File: src/rtl/vram_cpu_port.sv
// CPU-side write/read port for the six-plane RX-78 video RAM.
// Writes fan out to every masked plane; reads fetch one plane byte.
module vram_cpu_port #(
    parameter logic [15:0] BASE   = 16'hEC00,
    parameter logic [15:0] SIZE   = 16'h1400,
    parameter int          PLANES = 6
) (
    input  logic        clk,
    input  logic        reset_n,
    input  logic        cpu_req,
    input  logic        cpu_we,
    input  logic [15:0] cpu_addr,
    input  logic [7:0]  cpu_wdata,
    output logic [7:0]  cpu_rdata,
    output logic        cpu_rvalid,
    output logic        cpu_wait,
    input  logic        reg_we,
    input  logic        reg_sel,
    input  logic [7:0]  reg_wdata,
    output logic        mem_req,
    output logic        mem_we,
    output logic [15:0] mem_addr,
    output logic [7:0]  mem_wdata,
    input  logic [7:0]  mem_rdata,
    input  logic        mem_ack
);

    typedef enum logic [1:0] {
        S_IDLE,
        S_WRITE,
        S_READ
    } state_t;

    localparam logic [16:0] WIN_LO  = {1'b0, BASE};
    localparam logic [16:0] WIN_END = {1'b0, BASE} + {1'b0, SIZE};
    localparam logic [2:0]  NPL     = 3'(PLANES);
    localparam logic [PLANES-1:0] P_ONE = {{(PLANES-1){1'b0}}, 1'b1};

    state_t            state_q, state_d;
    logic [2:0]        rbank_q, rbank_d;
    logic [PLANES-1:0] wmask_q, wmask_d;
    logic [PLANES-1:0] pend_q, pend_d;
    logic [PLANES-1:0] pend_nx;
    logic [7:0]        rdata_q, rdata_d;
    logic              rvalid_q, rvalid_d;
    logic              wait_q, wait_d;
    logic              req_q, req_d;
    logic              we_q, we_d;
    logic [15:0]       addr_q, addr_d;
    logic [7:0]        wdata_q, wdata_d;

    logic              in_win;
    logic              rd_ok;
    logic [12:0]       acc_off;
    logic              unused_hi;

    // Index of the lowest set bit; plane order on a broadcast write.
    function automatic logic [2:0] lowest(input logic [PLANES-1:0] m);
        logic [2:0] idx;
        idx = '0;
        for (int i = PLANES - 1; i >= 0; i--) begin
            if (m[i]) idx = 3'(i);
        end
        return idx;
    endfunction

    assign in_win    = ({1'b0, cpu_addr} >= WIN_LO) &&
                       ({1'b0, cpu_addr} < WIN_END);
    assign acc_off   = cpu_addr[12:0] - BASE[12:0];
    assign rd_ok     = (rbank_q != 3'd0) && (rbank_q <= NPL);
    assign pend_nx   = pend_q & (pend_q - P_ONE);
    assign unused_hi = ^reg_wdata[7:PLANES];

    always_comb begin
        state_d  = state_q;
        rbank_d  = rbank_q;
        wmask_d  = wmask_q;
        pend_d   = pend_q;
        rdata_d  = rdata_q;
        rvalid_d = 1'b0;
        req_d    = req_q;
        we_d     = we_q;
        addr_d   = addr_q;
        wdata_d  = wdata_q;

        if (reg_we) begin
            if (reg_sel) wmask_d = reg_wdata[PLANES-1:0];
            else         rbank_d = reg_wdata[2:0];
        end

        unique case (state_q)
            S_IDLE: begin
                if (cpu_req && in_win) begin
                    if (cpu_we) begin
                        if (wmask_q != '0) begin
                            state_d = S_WRITE;
                            pend_d  = wmask_q;
                            req_d   = 1'b1;
                            we_d    = 1'b1;
                            addr_d  = {lowest(wmask_q), acc_off};
                            wdata_d = cpu_wdata;
                        end
                    end else if (rd_ok) begin
                        state_d = S_READ;
                        req_d   = 1'b1;
                        we_d    = 1'b0;
                        addr_d  = {rbank_q - 3'd1, acc_off};
                    end else begin
                        // Unmapped bank reads back as open bus.
                        rdata_d  = 8'hFF;
                        rvalid_d = 1'b1;
                    end
                end
            end
            S_WRITE: begin
                if (mem_ack) begin
                    pend_d = pend_nx;
                    if (pend_nx != '0) begin
                        addr_d = {lowest(pend_nx), addr_q[12:0]};
                    end else begin
                        state_d = S_IDLE;
                        req_d   = 1'b0;
                        we_d    = 1'b0;
                    end
                end
            end
            S_READ: begin
                if (mem_ack) begin
                    state_d  = S_IDLE;
                    rdata_d  = mem_rdata;
                    rvalid_d = 1'b1;
                    req_d    = 1'b0;
                end
            end
            default: begin
                state_d = S_IDLE;
                req_d   = 1'b0;
                we_d    = 1'b0;
            end
        endcase

        wait_d = (state_d != S_IDLE);
    end

    always_ff @(posedge clk or negedge reset_n) begin
        if (!reset_n) begin
            state_q  <= S_IDLE;
            rbank_q  <= '0;
            wmask_q  <= '0;
            pend_q   <= '0;
            rdata_q  <= 8'h00;
            rvalid_q <= 1'b0;
            wait_q   <= 1'b0;
            req_q    <= 1'b0;
            we_q     <= 1'b0;
            addr_q   <= '0;
            wdata_q  <= '0;
        end else begin
            state_q  <= state_d;
            rbank_q  <= rbank_d;
            wmask_q  <= wmask_d;
            pend_q   <= pend_d;
            rdata_q  <= rdata_d;
            rvalid_q <= rvalid_d;
            wait_q   <= wait_d;
            req_q    <= req_d;
            we_q     <= we_d;
            addr_q   <= addr_d;
            wdata_q  <= wdata_d;
        end
    end

    assign cpu_rdata  = rdata_q;
    assign cpu_rvalid = rvalid_q;
    assign cpu_wait   = wait_q;
    assign mem_req    = req_q;
    assign mem_we     = we_q;
    assign mem_addr   = addr_q;
    assign mem_wdata  = wdata_q;

endmodule
File: config.mk
export PLATFORM = sky130hd
export DESIGN_NAME = vram_cpu_port
export DESIGN_NICKNAME = d
export VERILOG_FILES = /design/src/rtl/vram_cpu_port.sv
export SDC_FILE = /design/constraint.sdc
export NUM_CORES = 1
export LEC_CHECK = 0
export BUFFER_PORTS_ARGS = -buffer_cell sky130_fd_sc_hd__buf_2
export CAP_MARGIN = 20
export CORE_MARGIN = 1.5
export CORE_UTILIZATION = 28
export CTS_BUF_LIST = sky130_fd_sc_hd__clkbuf_4 sky130_fd_sc_hd__clkbuf_8 sky130_fd_sc_hd__clkbuf_16
export DETAILED_ROUTE_END_ITERATION = 8
export GPL_ROUTABILITY_DRIVEN = 0
export REMOVE_ABC_BUFFERS = 1
export SLEW_MARGIN = 5
export SYNTH_ARGS = -nofsm -noshare
export SYNTH_HDL_FRONTEND = slang
export SYNTH_SLANG_ARGS = --single-unit
File: constraint.sdc
create_clock -name clk -period 2.5 [get_ports clk]
set_input_delay 0.125 -clock clk [delete_from_list [all_inputs] [get_ports clk]]
set_output_delay 0.125 -clock clk [all_outputs]
set_load 0.05 [all_outputs]
* Yosys cells after proc, flatten, opt, wreduce, memory -nomap -nowiden
Index checks and enable logic that the tools add are counted.
** Operators by class
- $add $sub $neg :: 3
- $lt $le $gt $ge :: 2
- Equal/unequal tests :: 14
- Mux-type cells :: 54
- Bitwise logic cells :: 4
- Reductions and logical operators :: 19
** Operators by type and width (count)
- two-way mux 16 bit :: 6
- two-way mux 3 bit :: 12
- two-way mux 8 bit :: 4
- one-hot mux 16 bit (2 select lines) :: 1
- two-way mux 6 bit :: 4
- inequality test 2 bit, second input constant :: 9
- AND reduction 6 bit :: 3
- greater-or-equal comparator 16 bit, second input constant :: 1
- one-hot mux 8 bit (2 select lines) :: 1
- AND reduction 5 bit :: 3
- two-way mux 1 bit :: 14
- two-way mux 2 bit :: 7
- subtractor 13 x 12 -> 13 bit, second input constant :: 1
- one-hot mux 6 bit (2 select lines) :: 1
- nonzero test 6 bit :: 2
- nonzero test 2 bit :: 4
- bitwise AND 6 bit :: 1
- inequality test 3 bit, second input constant :: 2
- one-hot mux 1 bit (3 select lines) :: 2
- one-hot mux 2 bit (3 select lines) :: 1
- subtractor 6 x 1 -> 6 bit, second input constant :: 1
- AND reduction 2 bit :: 2
- AND reduction 4 bit :: 1
- <= comparator 3 bit, second input constant :: 1
- 9 further kinds :: 12
** Storage, ports and cells
- Register bits after elaboration :: 53
- Bits of input ports :: 47
- Output and inout port bits :: 36
- Word-level logic and storage cells :: 108

* Logic depth before layout (Yosys ltp)
Gate-level depths: netlist of run 1.
- Depth in word-level cells :: 11
- Mapped depth :: 9
- Mapped depth without buffers :: 7

* Worst setup path before layout of run 1
Ideal clock, no wire load.
- Path type :: register -> register
- Start :: reg wmask_q[0]
- End :: reg wdata_q[5], in the netlist mem_wdata[5]
- Setup time :: 125 ps
- Arrival time :: 1665 ps
- Data required time :: 2375 ps
- Path slack :: 710 ps
- Stages on the path, launching flop included :: 7
- Path buffers :: 2
- Period minus slack after synthesis :: 1790 ps
- Cell sequence :: dfrtp_1 or4_4 o21ai_4 nor2b_2 buf_6 buf_8 mux2_4
** On the way
- Cells in the longest elaborated chain, start to end :: 2
** Ends and longest elaborated chain
- start, declared :: line 41 : logic [PLANES-1:0] wmask_q, wmask_d;
- start signal, assigned :: line 161 : wmask_q <= wmask_d;
- nonzero test 6 bit :: line 95 : if (wmask_q != '0) begin
- AND reduction 4 bit (no source line)
- end signal, assigned :: line 169 : wdata_q <= wdata_d;
- end, declared :: line 50 : logic [7:0] wdata_q, wdata_d;
No other way between the ends.
A chain may end at the register's enable or synchronous reset.

* Final worst setup path of run 1
- Start :: reg rbank_q[0]
- End :: reg rdata_q[0], in the netlist cpu_rdata[0]
** On the way
- Cells in the longest elaborated chain, start to end :: 4
- Elaborated cells on any way between the ends :: 5
- Classes of those cells :: order compare: 1; eq/ne: 1; reduce/logical: 3
** Ends and longest elaborated chain
- start, declared :: line 40 : logic [2:0] rbank_q, rbank_d;
- start signal, assigned :: line 160 : rbank_q <= rbank_d;
- <= comparator 3 bit or nonzero test 3 bit (tied branches) :: line 70 : assign rd_ok = (rbank_q != 3'd0) && (rbank_q <= NPL);
- logical AND 1 bit (*) :: line 70
- inequality test 2 bit (no source line) (*)
- AND reduction 5 bit (no source line) (*)
- end signal, assigned :: line 163 : rdata_q <= rdata_d;
- end, declared :: line 44 : logic [7:0] rdata_q, rdata_d;
Every way passes the cells marked *; elsewhere a longest branch is shown, timed or not.

==> metrics.md, run 1 <==
| Metric | Value |
|---|---|
| Outcome | complete, no violations |
| Max_cap viols | 0 |
| Worst-path clk slew | about 100 ps |
| CTS tree | done |
| Sw Ratio | 0.490 |
| Simple-gate share of the synthesized area | 0.177 |
| TritonCTS Sinks | 53 |
| Asr flop ratio synth | 1.00 |
| Most common cell after layout, fill and taps aside | buf_2 |
| Crit path capture type | flop |
| Vias/cell | 4.59 |
| Die extent in x | roughly 100 um |
| Power Density | between 1000 and 1500 nW/um2 |
| Synth Area per Inst | a little under 10 um2 |
| Reg-to-reg slack, setup | roughly 560 ps |
| Total track usage | 0.121 |
| Routing usage on met3 | 0.0279 |
| Core area | about 9200 um2 |
| Iter 0 DRT Violations | 127 |
| Mux cell area share after synthesis | 0.0852 |
| Synth Area in Adders | 0.0226 |
| Met2 Track Usage GR | 0.192 |
| Netlist cell types | 58 |
| Final Critical Period | around 2000 ps |
| Post-CTS resize count | 0 |
| Seq pwr share | 0.375 |
| Mapped Area | ~2700 um2 |
| Layout area overhead | 23.0% |
| Slowest Stage Delay on Critical Path | 590 ps |
| Row cnt | 35 |
| Xor/xnor cell area share of the yosys netlist | 0.00659 |
| Area leader, netlist | dfrtp_1 |
| Crit Path Max Fanout | 17 |
| Post-synth EDFFs | 0 |
| # nets final | roughly 400 |
| Gr ovfl total | 0 |
| Clock Tree Root | clkbuf_8 |
| Top achievable clock speed | 514 MHz |
| DRC | 0 |
| Io pins | 83 |
| Ranking of synthesized cells by area | dfrtp_1, nand2_1, mux2_2, nor2_1, o21ai_0 |
| Fin. Hold Viols | 0 |
| Utilization after layout | 0.354 |
| Yosys reg bits | 53 |
| HP Class | in2reg |
| CTS buffer count | 5 |
| DP Worst Slack | 523 ps |
| Fin. max-slew vios | 0 |
| CP Data Required Time | between 2000 and 3000 ps |
| Die Y | roughly 100 um |
| # port buffers | 80 |
| Clock power frac | 0.128 |
| End of the critical path | cpu_rdata[0] |
| Total power draw | roughly 3800 uW |
| Critical path's slowest cell | a21oi_2 |
| Post-cts hold buffer count | 1 |
| Antenna violations before repair | 0 |
| Warnings, synthesis | 0 |
| Crit Path Class | reg2reg |
| Relative slew slack | 0.527 |
| ANT cells | 0 |
| Register area share after synthesis | 0.499 |
| Maximum vdd drop | 436 uV |
| Worst-margin pin slew | 710 ps |
| R2r startpoint | rbank_q[0] |
| Vias in the first global route | between 1500 and 2000 |
| Clock buffer depth | 2 |
| Fin crit share | 0.778 |
| Ratio of cells with drive above 1 in the final layout | 0.348 |
| Yosys top cell area share | 0.499 |
| Leakage dissipation | about 0.0016 uW |
| Mapped Cells | ~270 |
| RR Endpoint | cpu_rdata[0] |
| H-tree Lvls | 2 |
| Routed WL | between 5000 and 6000 um |
| Arrival @ worst endpoint | 2170 ps |
| Final ANT Viol Nets | 0 |
| Initial Util | 0.288 |
| Setup violators final | 0 |
| Met1 GRT Util | 0.172 |
| Post-CTS Setup Bufs | 0 |
| Die area | ~10000 um2 |
| Vias post-DR | 2175 |
| Crit-path cells | inv_1, ha_1, nor2b_1, o2111ai_1, a21oi_2, nor2_1, a21oi_1 |
| Drt pass-1 iters | 4 |
| Comb pwr share | 0.498 |
| Cell count of the worst reg-to-reg path | 7 |
| Internal | around 1900 uW |
| Clk Latency, worst-skew pair | roughly 300 ps |
| Most frequent cells in the layout | buf_2, dfrtp_1, nand2_1 |
| Complex-gate fraction of the synthesized area | 0.159 |
| RSZ-0062 raised after global routing | no |
| Largest net degree at the start of global routing | 30 |
| Detailed placement HPWL | around 4500 um |
| Switching power | between 1500 and 2000 uW |
| Crit path from | rbank_q[0] |
| Routed len/inst | ~13 um |
| Ys flop type | dfrtp_1 |
| Layout Skew | between 7 and 8 ps |
| First-pass GRT wire length | a little under 10000 um |
| Combinational family with the most area after synthesis | simple AND/OR/NAND/NOR gates |
| Final critical-path setup slack | roughly 560 ps |
| Startpoint Class | flop |
| Most used routing layer | met2 |
how the worst min path moves through the flow:
| stage | endpoint | cells after the start | start | slack, ps |
|---|---|---|---|---|
| after floorplan | cpu_rdata[0] | 0 | reset_n | -170 |
| after global placement | mem_addr[1] | 1 | reset_n | 210 |
| after global routing | wmask_q[4] | 2 | reg_wdata[4] | 20 |
| after CTS | rbank_q[0] | 3 | reg_wdata[0] | 20 |
| after detailed placement | mem_addr[1] | 1 | reset_n | 220 |
| final | rbank_q[0] | 3 | reg_wdata[0] | 40 |
cells by family (layout without fill, tap and decap cells):
kind of cell | count (synthesis) | after routing
AOI/OAI and AO/OA | 65 | 65
xor gates and xnor gates | 2 | 2
DFF | 53 | 53
buffers and inverters | 27 | 104
muxes | 19 | 19
adders and majority gates | 5 | 5
and+or+nand+nor | 97 | 97
state kept, by name (all words and copies together) (netlist names):
signal,cells
mem_addr,16
cpu_rdata,8
mem_wdata,8
pend_q,6
wmask_q,6
rbank_q,3
state_q,2
cpu_rvalid,1
cpu_wait,1
mem_req,1
mem_we,1
cell type report:
type	instances	area, um2
clock buffers	6	76.3
flip-flops and latches	53	1330
well taps	129	161
clock inverters	2	10.0
multi-input cells	188	1200
repair buffers	85	453
inverters	11	41.3
fillers	959	5970
per-layer routing:
metal  wire length [um]  up-vias  share of wire
met4                 29        0         0.0048
met2               2780       79           0.46
met3                356        4          0.059
met5                  0        -              0
met1               2820     1018           0.47
li1                   -     1074              -
critical path, delay by kind of cell, from the launching register on:
kind	cells	cell delay, ps
compound gates	3	900
simple gates	2	290
fa+ha+maj	1	160
flops	1	390
buf+inv	1	130
Yosys cell counts, drive strengths merged (2+ instances only):
master  instances
a211oi          3
a21o            3
a21oi          19
a22o            3
and2            2
buf            12
clkbuf          4
dfrtp          53
ha              4
inv            11
mux2           17
mux2i           2
nand2          36
nand2b          3
nand3           3
nand3b          2
nor2           31
nor2b           4
o21ai          21
o221ai          2
o31ai           3
or2             3
or3             4
per-stage QoR:
step	cell area [um2]	instances	TNS, ps	hold WS (ps)
after floorplan	2560	252	-186	-171
after global placement	3170	465	0	209
after detailed placement	3170	465	0	217
after CTS	3270	474	0	24.0
after global routing	3270	474	0	21.5
final	3270	474	0	38.7
power groups by stage:
stage / clock network, uW / registers (uW) / logic (uW)
finish: 479 / 1410 / 1870
floorplan: 0 / 2210 / 607
global placement: 0 / 1410 / 1860
CTS: 511 / 1410 / 1890
global route: 551 / 1460 / 2010
detailed placement: 0 / 1430 / 1890
Note: power is estimated with default switching activity, not from simulation.
==> run 2, diff against run 1 <==
==> constraint.sdc (replaced) <==
create_clock -name clk -period 1.65 [get_ports clk]
set_input_delay 0.0825 -clock clk [delete_from_list [all_inputs] [get_ports clk]]
set_output_delay 0.0825 -clock clk [all_outputs]
set_load 0.05 [all_outputs]
==> run 2 against run 1 <==
The flow now finishes with violations (negative hold slack, negative setup slack). Register-to-register slack lost 670 ps. Setup slack lost 670 ps. Maximum frequency grew 9.9%. Clock power grew 91%. Hold slack lost 41 ps. Count of clock-buffer cells in the layout is the same. Critical endpoint is now mem_addr[13]. Cell area grew 21%. Power grew 74%.
==> metrics.md, run 2 (synthesis gave the netlist of run 1 again) <==
| Metric | Value |
|---|---|
| Crit Path Max Fanout | 3 (-14) |
| Fin. max-slew vios | 0 (unchanged) |
| HP Class | in2reg |
| Largest net degree at the start of global routing | 54 (+80%) |
| Outcome | finished with violations |
| Iter 0 DRT Violations | 91 (-28%) |
| Max_cap viols | 0 (unchanged) |
| Placed cell count | 507 (+9.0%) |
| Hold Path Sink | mem_addr[5] |
| R2r startpoint | rbank_q[0] |
| Gr ovfl total | 0 (unchanged) |
| Initial Util | 0.288 (unchanged) |
| Clock buffer depth | 2 (unchanged) |
| Worst-path clk slew | 100 ps (about the same) |
| Setup violators final | 18 (+18) |
| Routed WL | 6980 um (+17%) |
| Layout Skew | 9.96 ps (+2.36 ps) |
| Finished Layout Cells | 536 (+13%) |
| Die Y | 100 um (unchanged) |
| Crit Path Class | reg2reg |
| Routed len/inst | 13.0 um (+3.1%) |
| Fin. Hold Viols | 1 (+1) |
| Reg-to-reg slack, setup | -120 ps (-670 ps) |
| Io pins | 83 (unchanged) |
| # port buffers | 80 (unchanged) |
| Layout area overhead | 48.5% |
| Detailed placement HPWL | 5160 um (+15%) |
| Fill cell count | 890 (-7.2%) |
| Maximum vdd drop | 558 uV (+28%) |
| Clock Tree Root | clkbuf_8 |
| DP Worst Slack | -102 ps (-626 ps) |
| Most common cell after layout, fill and taps aside | buf_2 |
| Crit path capture type | flop |
| CP Data Required Time | 1850 ps (-880 ps) |
| Die area | 10100 um2 (unchanged) |
| Vias in the first global route | 2513 (+29%) |
| Worst hold start | cpu_addr[5] |
| Total track usage | 0.145 (+0.0234) |
| Worst Hold Depth | 3 (unchanged) |
| Failing checks | negative hold slack, negative setup slack |
| Max FFs per register | 16 (unchanged) |
| Setup TNS | -722 ps (-722 ps) |
| Most frequent cells in the layout | buf_2, dfrtp_1, buf_4 |
| Final critical-path setup slack | -118 ps (-674 ps) |
| RSZ-0062 raised after global routing | yes |
| Utilization after layout | 0.427 (+0.0733) |
| Ratio of cells with drive above 1 in the final layout | 0.462 (+0.114) |
| Startpoint Class | flop |
| Final Critical Period | 1770 ps (-176 ps) |
| Hold WS | -2.12 ps (-40.8 ps) |
| Antenna violations before repair | 0 (unchanged) |
| CTS buffer count | 5 (unchanged) |
| Core area | 9240 um2 (unchanged) |
| Worst-margin pin slew | 390 ps (-319 ps) |
| DRC | 0 (unchanged) |
| Top achievable clock speed | 566 MHz (+9.9%) |
| TritonCTS Sinks | 53 (unchanged) |
| Drt pass-1 iters | 4 (unchanged) |
| Vias post-DR | 2436 (+12%) |
| Fin crit share | 1.07 (+0.294) |
| CTS tree | done |
| Row cnt | 35 (unchanged) |
| Cell count of the worst reg-to-reg path | 7 (unchanged) |
| RR Endpoint | mem_addr[13] |
| Die extent in x | 100 um (unchanged) |
| Arrival @ worst endpoint | 1970 ps (-200 ps) |
| Power Density | 1660 nW/um2 (+44%) |
| Final ANT Viol Nets | 0 (unchanged) |
| Clk Latency, worst-skew pair | 310 ps (about the same) |
| Relative slew slack | 0.733 (+0.206) |
| Reg area | 1330 um2 (unchanged) |
| Vias/cell | 4.54 (-0.96%) |
| Multi-input gate area | 1310 um2 (+8.7%) |
| Leakage dissipation | 0.00196 uW (+21%) |
| ANT cells | 0 (unchanged) |
| First-pass GRT wire length | 11700 um (+20%) |
| H-tree Lvls | 2 (unchanged) |
| # nets final | 457 (+16%) |
## run 2: cell count changes in the layout (fill, tap and decap cells not counted), moves of 6 or more
cell / previous run / this run
buf_4: 3 / 45
buf_6: 0 / 6
o21ai_0: 20 / 9
dlygate4sd3_1: 1 / 13
o21ai_1: 0 / 11
## run 2: final cells by class
| class | instances | area share |
|---|---|---|
| Clock buffer | 6 | 0.0193 |
| Multi-Input combinational cell | 188 | 0.331 |
| Timing Repair Buffer | 147 | 0.252 |
| Tap cell | 129 | 0.0409 |
| Inverter | 11 | 0.0105 |
| Clock inverter | 2 | 0.00983 |
| Sequential cell | 53 | 0.336 |
## run 2: metrics by stage
step / total power, uW / area (um2)
6_report: 6540 / 3950
2_1_floorplan: 4270 / 2560
3_5_place_dp: 5410 / 3510
3_3_place_gp: 5330 / 3510
4_1_cts: 6480 / 3840
5_1_grt: 6930 / 3950
## run 2: how the worst max path moves through the flow
| stage | depth (start not counted) | endpoint | startpoint | slack [ps] |
|---|---|---|---|---|
| 3_3_place_gp | 5 | cpu_wait | wmask_q[0] | -70 |
| 6_report | 7 | mem_addr[13] | rbank_q[0] | -120 |
| 2_1_floorplan | 7 | mem_addr[13] | rbank_q[0] | -1040 |
| 5_1_grt | 5 | pend_q[1] | wmask_q[0] | -170 |
| 4_1_cts | 5 | cpu_wait | wmask_q[0] | -110 |
| 3_5_place_dp | 5 | cpu_wait | wmask_q[0] | -100 |
## run 2: worst max-delay path: stages (launching register included)
cell and delay (ps):
dfrtp_1 400, inv_2 80, ha_2 150, and3b_2 220, nor2_4 100, o221ai_2 120, a22o_1 290, mux2_4 310
## run 2: report_power, final
part	switching, uW	leakage (uW)	internal (uW)
Combinational	2330	0.00124	1280
Clock	442	0.0000588	473
Sequential	261	0.000658	1750
Total	3040	0.00196	3500
## run 2: what timing repair did
item,4_1_cts,5_1_grt
gates cloned,0,0
pin swaps,8,4
setup buffers,4,4
hold buffers,13,0
endpoints found under the setup margin,38,39
resized for setup,18,22
hold endpoints to repair,65,0
## run 2: per-layer routing
metal,track usage,wire length (um),vias to the layer above
met1,0.176,3070,1133
met4,0.0563,164,0
met3,0.0306,363,15
met5,0,0,-
li1,-,-,1203
met2,0.250,3390,85
